### src/rtl/pulse_meter_pkg.sv
// Shared types and constants for the pulse_meter receive-side measurement block.
package pulse_meter_pkg;

  localparam int CNT_W = 32;

  // Default number of cycles without a rising edge before a measurement is abandoned.
  localparam logic [CNT_W-1:0] TIMEOUT_DEFAULT = 32'h05f5_e100;

  typedef enum logic [1:0] {
    ARM,
    IDLE,
    HIGH,
    LOW
  } state_t;

endpackage

### src/rtl/pulse_meter_sync.sv
// Synchronizer for the asynchronous pulse input: a SYNC_STAGES-deep flop chain.
module pulse_meter_sync #(
  parameter int SYNC_STAGES = 2
) (
  input  logic i_clock,
  input  logic i_reset,
  input  logic i_d,
  output logic o_s
);

  logic [SYNC_STAGES-1:0] r_sync;

  // Shift the raw input through the chain; cleared by reset.
  always_ff @(posedge i_clock) begin
    if (i_reset) begin
      r_sync <= '0;
    end else begin
      r_sync <= {r_sync[SYNC_STAGES-2:0], i_d};
    end
  end

  assign o_s = r_sync[SYNC_STAGES-1];

endmodule

### src/rtl/pulse_meter.sv
// Measures high time and rise-to-rise period of a pulse train in clock cycles,
// strobing valid per complete period and timeout when the line stops toggling.
module pulse_meter
  import pulse_meter_pkg::*;
#(
  parameter int               SYNC_STAGES = 2,
  parameter logic [CNT_W-1:0] TIMEOUT     = TIMEOUT_DEFAULT
) (
  input  logic             clock,
  input  logic             reset,
  input  logic             pulse_in,
  output logic [CNT_W-1:0] width,
  output logic [CNT_W-1:0] period,
  output logic             valid,
  output logic             timeout,
  output logic             active
);

  localparam logic [CNT_W-1:0] ONE    = 1;
  localparam logic [CNT_W-1:0] SS_CNT = SYNC_STAGES;

  logic             w_s;
  logic             r_s_d;
  logic             w_rise;
  logic             w_fall;

  state_t           r_state;
  state_t           w_state_nxt;
  logic [CNT_W-1:0] r_cnt;
  logic [CNT_W-1:0] w_cnt_nxt;
  logic [CNT_W-1:0] r_wcnt;
  logic [CNT_W-1:0] w_wcnt_nxt;
  logic [CNT_W-1:0] r_whold;
  logic [CNT_W-1:0] w_whold_nxt;
  logic             w_valid_nxt;
  logic             w_to_nxt;

  logic [CNT_W-1:0] r_width;
  logic [CNT_W-1:0] r_period;
  logic             r_valid;
  logic             r_timeout;
  logic             r_active;

  pulse_meter_sync #(
    .SYNC_STAGES(SYNC_STAGES)
  ) u_sync (
    .i_clock(clock),
    .i_reset(reset),
    .i_d    (pulse_in),
    .o_s    (w_s)
  );

  // Delayed copy of the synchronized line for edge detection.
  always_ff @(posedge clock) begin
    if (reset) begin
      r_s_d <= 1'b0;
    end else begin
      r_s_d <= w_s;
    end
  end

  assign w_rise = w_s & ~r_s_d;
  assign w_fall = ~w_s & r_s_d;

  // Next-state, counter and strobe decisions.
  always_comb begin
    w_state_nxt = r_state;
    w_cnt_nxt   = r_cnt;
    w_wcnt_nxt  = r_wcnt;
    w_whold_nxt = r_whold;
    w_valid_nxt = 1'b0;
    w_to_nxt    = 1'b0;
    unique case (r_state)
      ARM: begin
        // Let the synchronizer refill, then wait for the line to be low.
        if (r_cnt < SS_CNT) begin
          w_cnt_nxt = r_cnt + ONE;
        end else if (!w_s) begin
          w_state_nxt = IDLE;
        end
      end
      IDLE: begin
        if (w_rise) begin
          w_state_nxt = HIGH;
          w_cnt_nxt   = ONE;
          w_wcnt_nxt  = ONE;
        end
      end
      HIGH: begin
        // Timeout takes priority over a coincident fall.
        if (r_cnt == TIMEOUT) begin
          w_state_nxt = ARM;
          w_cnt_nxt   = '0;
          w_to_nxt    = 1'b1;
        end else begin
          w_cnt_nxt  = r_cnt + ONE;
          w_wcnt_nxt = r_wcnt + ONE;
          if (w_fall) begin
            w_whold_nxt = r_wcnt;
            w_state_nxt = LOW;
          end
        end
      end
      LOW: begin
        // A rise on the timeout cycle still completes the measurement.
        if (w_rise) begin
          w_valid_nxt = 1'b1;
          w_state_nxt = HIGH;
          w_cnt_nxt   = ONE;
          w_wcnt_nxt  = ONE;
        end else if (r_cnt == TIMEOUT) begin
          w_state_nxt = ARM;
          w_cnt_nxt   = '0;
          w_to_nxt    = 1'b1;
        end else begin
          w_cnt_nxt = r_cnt + ONE;
        end
      end
      default: begin
        w_state_nxt = ARM;
        w_cnt_nxt   = '0;
      end
    endcase
  end

  // State and counter registers.
  always_ff @(posedge clock) begin
    if (reset) begin
      r_state <= ARM;
      r_cnt   <= '0;
      r_wcnt  <= '0;
      r_whold <= '0;
    end else begin
      r_state <= w_state_nxt;
      r_cnt   <= w_cnt_nxt;
      r_wcnt  <= w_wcnt_nxt;
      r_whold <= w_whold_nxt;
    end
  end

  // Output registers: results hold until the next completed period.
  always_ff @(posedge clock) begin
    if (reset) begin
      r_width   <= '0;
      r_period  <= '0;
      r_valid   <= 1'b0;
      r_timeout <= 1'b0;
      r_active  <= 1'b0;
    end else begin
      r_valid   <= w_valid_nxt;
      r_timeout <= w_to_nxt;
      r_active  <= (w_state_nxt == HIGH) || (w_state_nxt == LOW);
      if (w_valid_nxt) begin
        r_width  <= r_whold;
        r_period <= r_cnt;
      end
    end
  end

  assign width   = r_width;
  assign period  = r_period;
  assign valid   = r_valid;
  assign timeout = r_timeout;
  assign active  = r_active;

endmodule

### config.mk
export PLATFORM = sky130hd
export DESIGN_NAME = pulse_meter
export DESIGN_NICKNAME = d
export VERILOG_FILES = /design/src/rtl/pulse_meter_pkg.sv /design/src/rtl/pulse_meter_sync.sv /design/src/rtl/pulse_meter.sv
export SDC_FILE = /design/constraint.sdc
export NUM_CORES = 1
export LEC_CHECK = 0
export CAP_MARGIN = 0
export CORE_UTILIZATION = 61
export DETAILED_ROUTE_END_ITERATION = 6
export PLACE_DENSITY = 0.85
export SETUP_SLACK_MARGIN = 0.05
export SYNTH_ARGS = -nofsm -noshare
export SYNTH_HDL_FRONTEND = slang
export SYNTH_SLANG_ARGS = --single-unit
### constraint.sdc
create_clock -name clock -period 3.81 [get_ports clock]
set_input_delay 0.5715 -clock clock [delete_from_list [all_inputs] [get_ports clock]]
set_output_delay 0.5715 -clock clock [all_outputs]
set_load 0.02 [all_outputs]
==> flow_metrics.tcl <==
set metrics [dict create \
    status "complete, no violations" \
    cts_tree "built" \
    clock_latency_ps 550 \
    cts_buffer_depth 2 \
    detail_route.wl_per_cell_um 15.3 \
    min-delay-start "u_sync.r_sync[0]$_SDFF_PP0_" \
    yosysWarningCount 0 \
    ctsResizeCount 0 \
    ctsHoldBuffers 0 \
    synth-simple-area-share_pct 25.3 \
    dpl_cell_area_um2 7530 \
    grt_setup_unrepaired "no" \
    path_max_fanout 20 \
    hold_viol_final 0 \
    synthToLayoutAreaGrowth_pct 19.1 \
    slew_headroom_pct 19.7 \
    end_kind "flop" \
    setup_viol_count_final 0 \
    die_h_um 108 \
    synth_most_common_cell "nand2_1" \
    cp_top_family "compound AO/OA/AOI/OAI gates" \
    grt_max_degree 111 \
    layout-drive-gt1-share_pct 6.53 \
    place_congestion 0.879 \
    ys_types 50 \
    nets 881 \
    holdCritPathClass "flop to flop" \
    startpoint_type "flop" \
    num_vias 5956 \
    drv_slew 0 \
    dr.first_iter.drc_count 405 \
    synthMuxAreaShare_pct 0 \
    die_x_um 108 \
    start_util_pct 63.0 \
    diodes 0 \
    rrSetupSlack_ps 960 \
    powerDensity_nw_per_um2 471 \
    post-route-cell-area_um2 8170 \
    antenna_found_initial 0 \
    seq_area_frac_synth_pct 49.1 \
    rr_worst_depth 8 \
    cts-htree-levels 4 \
    grt_pass1_vias 5533 \
    cts_buffers 17 \
    crit_path_max_incr_delay_ps 590 \
    clock_skew_ps 10.6 \
    postRouteWirelength_um 15700 \
    first_pass_iters 5 \
    synth_top_family_by_area "simple AND/OR/NAND/NOR gates" \
    synthDominantCellAreaShare_pct 49.1 \
    whs_ps 433 \
    crit_slowest_cell "o2111ai_1" \
    max_freq_mhz 351 \
    ys_ff_latch 168 \
    cts_setup_buffers 0 \
    grt_usage_pct 28.7 \
    syn_nets 841 \
    antenna_left 0 \
    drc 0 \
    crit_path_cell_trace "inv_1 > ha_1 > nand4_1 > or4_4 > o31a_1 > o2111ai_1 > or3_1 > a21oi_1" \
    yosys.area_share.adder_pct 0.547 \
    crit_buf_inv 1 \
    hold_path_end "u_sync.r_sync[1]$_SDFF_PP0_" \
    synth_xor_area_share_pct 5.75 \
    grt_overflow 0 \
    async_flop_share_pct 0 \
    syn_area_um2 6860 \
    viasPerCell 5.79 \
    avgSynthCellArea_um2 8.21 \
    clock-sinks 168 \
    critical_path_class "flop to flop" \
    dieArea_um2 11700 \
    timing.rr.start "r_cnt[1]$_SDFFE_PP0P_" \
    clk_pin_slew_ps 70 \
    critPathArrivalTime_ps 3270 \
    rows 38 \
    min_path_cells 1 \
    synth_ff_type "dfxtp_1" \
    irDropWorstVdd_mv 0.371 \
    period_needed_ps 2850 \
    synthTopCellsByArea "dfxtp_1 (49%), nand2_1 (12%), a21oi_1 (8.2%), xor2_1 (4.3%), nor2_1 (3.6%)" \
    synth_compound_area_share_pct 15.4 \
    worst_slew_pin_slew_ps 1200 \
    core_area_um2 10900 \
    io_pins 70 \
    fin_setup_tns_ps 0 \
    synthesis.instances 835 \
    required_ps 4230 \
    synth_common_cells "nand2_1 (220), dfxtp_1 (168), a21oi_1 (113), nor2_1 (65)" \
    period_share_pct 74.8 \
    clockRootBuffer "clkbuf_8" \
    hpwl_um 9950 \
    synth-edff-count 0 \
    grt_pass1_wl_um 26400 \
    port_buffers 69 \
    reg2reg_to "r_wcnt[24]$_SDFFE_PP0P_" \
    yosysTopAreaCell "dfxtp_1" \
    cellLeakagePower_uw 0.00271 \
    drv_cap 0 \
]
where the power goes:
| part | total, µW | leakage, µW | switching, µW | internal, µW |
|---|---|---|---|---|
| registers | 1790 | 0.00135 | 22.3 | 1770 |
| clock network | 1820 | 0.000297 | 712 | 1110 |
| logic | 234 | 0.00106 | 170 | 64.2 |
flip-flops by register name (all words and copies together) (netlist names), 2 cells and up:
name,flops
r_cnt,32
r_state,2
u_sync.r_sync,2
r_whold,32
width,32
r_wcnt,32
period,32
routing by layer:
layer	global-route usage, %	wire, µm
met1	38.7	7260
met2	43.6	7230
met3	6.75	969
met4	13.0	282
met5	0	0
worst max-delay path by stage:
stage / startpoint / slack [ps] / endpoint / cells after the start
finish: r_cnt[1]$_SDFFE_PP0P_ / 960 / r_wcnt[24]$_SDFFE_PP0P_ / 8
global route: r_cnt[1]$_SDFFE_PP0P_ / 770 / r_wcnt[28]$_SDFFE_PP0P_ / 8
CTS: r_cnt[1]$_SDFFE_PP0P_ / 960 / r_wcnt[28]$_SDFFE_PP0P_ / 8
detailed placement: r_cnt[1]$_SDFFE_PP0P_ / 980 / r_wcnt[24]$_SDFFE_PP0P_ / 8
global placement: r_cnt[12]$_SDFFE_PP0P_ / 1140 / r_cnt[14]$_SDFFE_PP0P_ / 6
floorplan: r_cnt[0]$_SDFFE_PP0P_ / 1560 / r_wcnt[29]$_SDFFE_PP0P_ / 10
cells by family (layout without fill, tap and decap cells):
kind of cell             count (synthesis)  count (layout)
XOR/XNOR                                45              45
adder cells (fa/ha/maj)                  3               3
buffers and inverters                   61             114
flip-flops                             168             168
AO/OA/AOI/OAI                          174             174
AND/OR/NAND/NOR                        384             384
cells in the final DEF (no fill, tap or decap), types with 5 or more instances in the layout:
| cell type | Yosys | layout |
|---|---|---|
| nor3_1 | 6 | 6 |
| inv_1 | 7 | 7 |
| or3_1 | 11 | 11 |
| and3_1 | 6 | 6 |
| or4_1 | 5 | 5 |
| o211ai_1 | 11 | 11 |
| nor2_1 | 65 | 64 |
| xnor2_1 | 11 | 11 |
| clkdlybuf4s50_1 | 0 | 68 |
| o2111ai_1 | 15 | 15 |
| nand4_1 | 15 | 15 |
| nand3_1 | 16 | 16 |
| nor4_1 | 12 | 12 |
| dfxtp_1 | 168 | 168 |
| clkbuf_16 | 0 | 16 |
| nand2_1 | 220 | 219 |
| a21oi_1 | 113 | 113 |
| xor2_1 | 34 | 34 |
| buf_4 | 3 | 7 |
| and4_1 | 5 | 5 |
| o21ai_0 | 13 | 13 |
stage by stage:
stage / power (µW) / utilization, % / std cells / worst slack [ps]
5_1_grt: 3950 / 75.0 / 1028 / 767
2_1_floorplan: 2010 / - / 835 / 1560
4_1_cts: 3860 / 75.0 / 1028 / 959
6_report: 3850 / 75.0 / 1028 / 960
3_3_place_gp: 2050 / 69.2 / 996 / 1140
3_5_place_dp: 2060 / 69.2 / 996 / 979
area by class of cell:
cell class / instances / area [µm²]
Tap cell: 140 / 175
Timing Repair Buffer: 75 / 733
Fill cell: 787 / 2720
Sequential cell: 168 / 3360
Clock buffer: 19 / 442
Inverter: 7 / 26.3
Multi-Input combinational cell: 606 / 3230
Clock inverter: 13 / 194
Note: power is estimated with default switching activity, not from simulation.
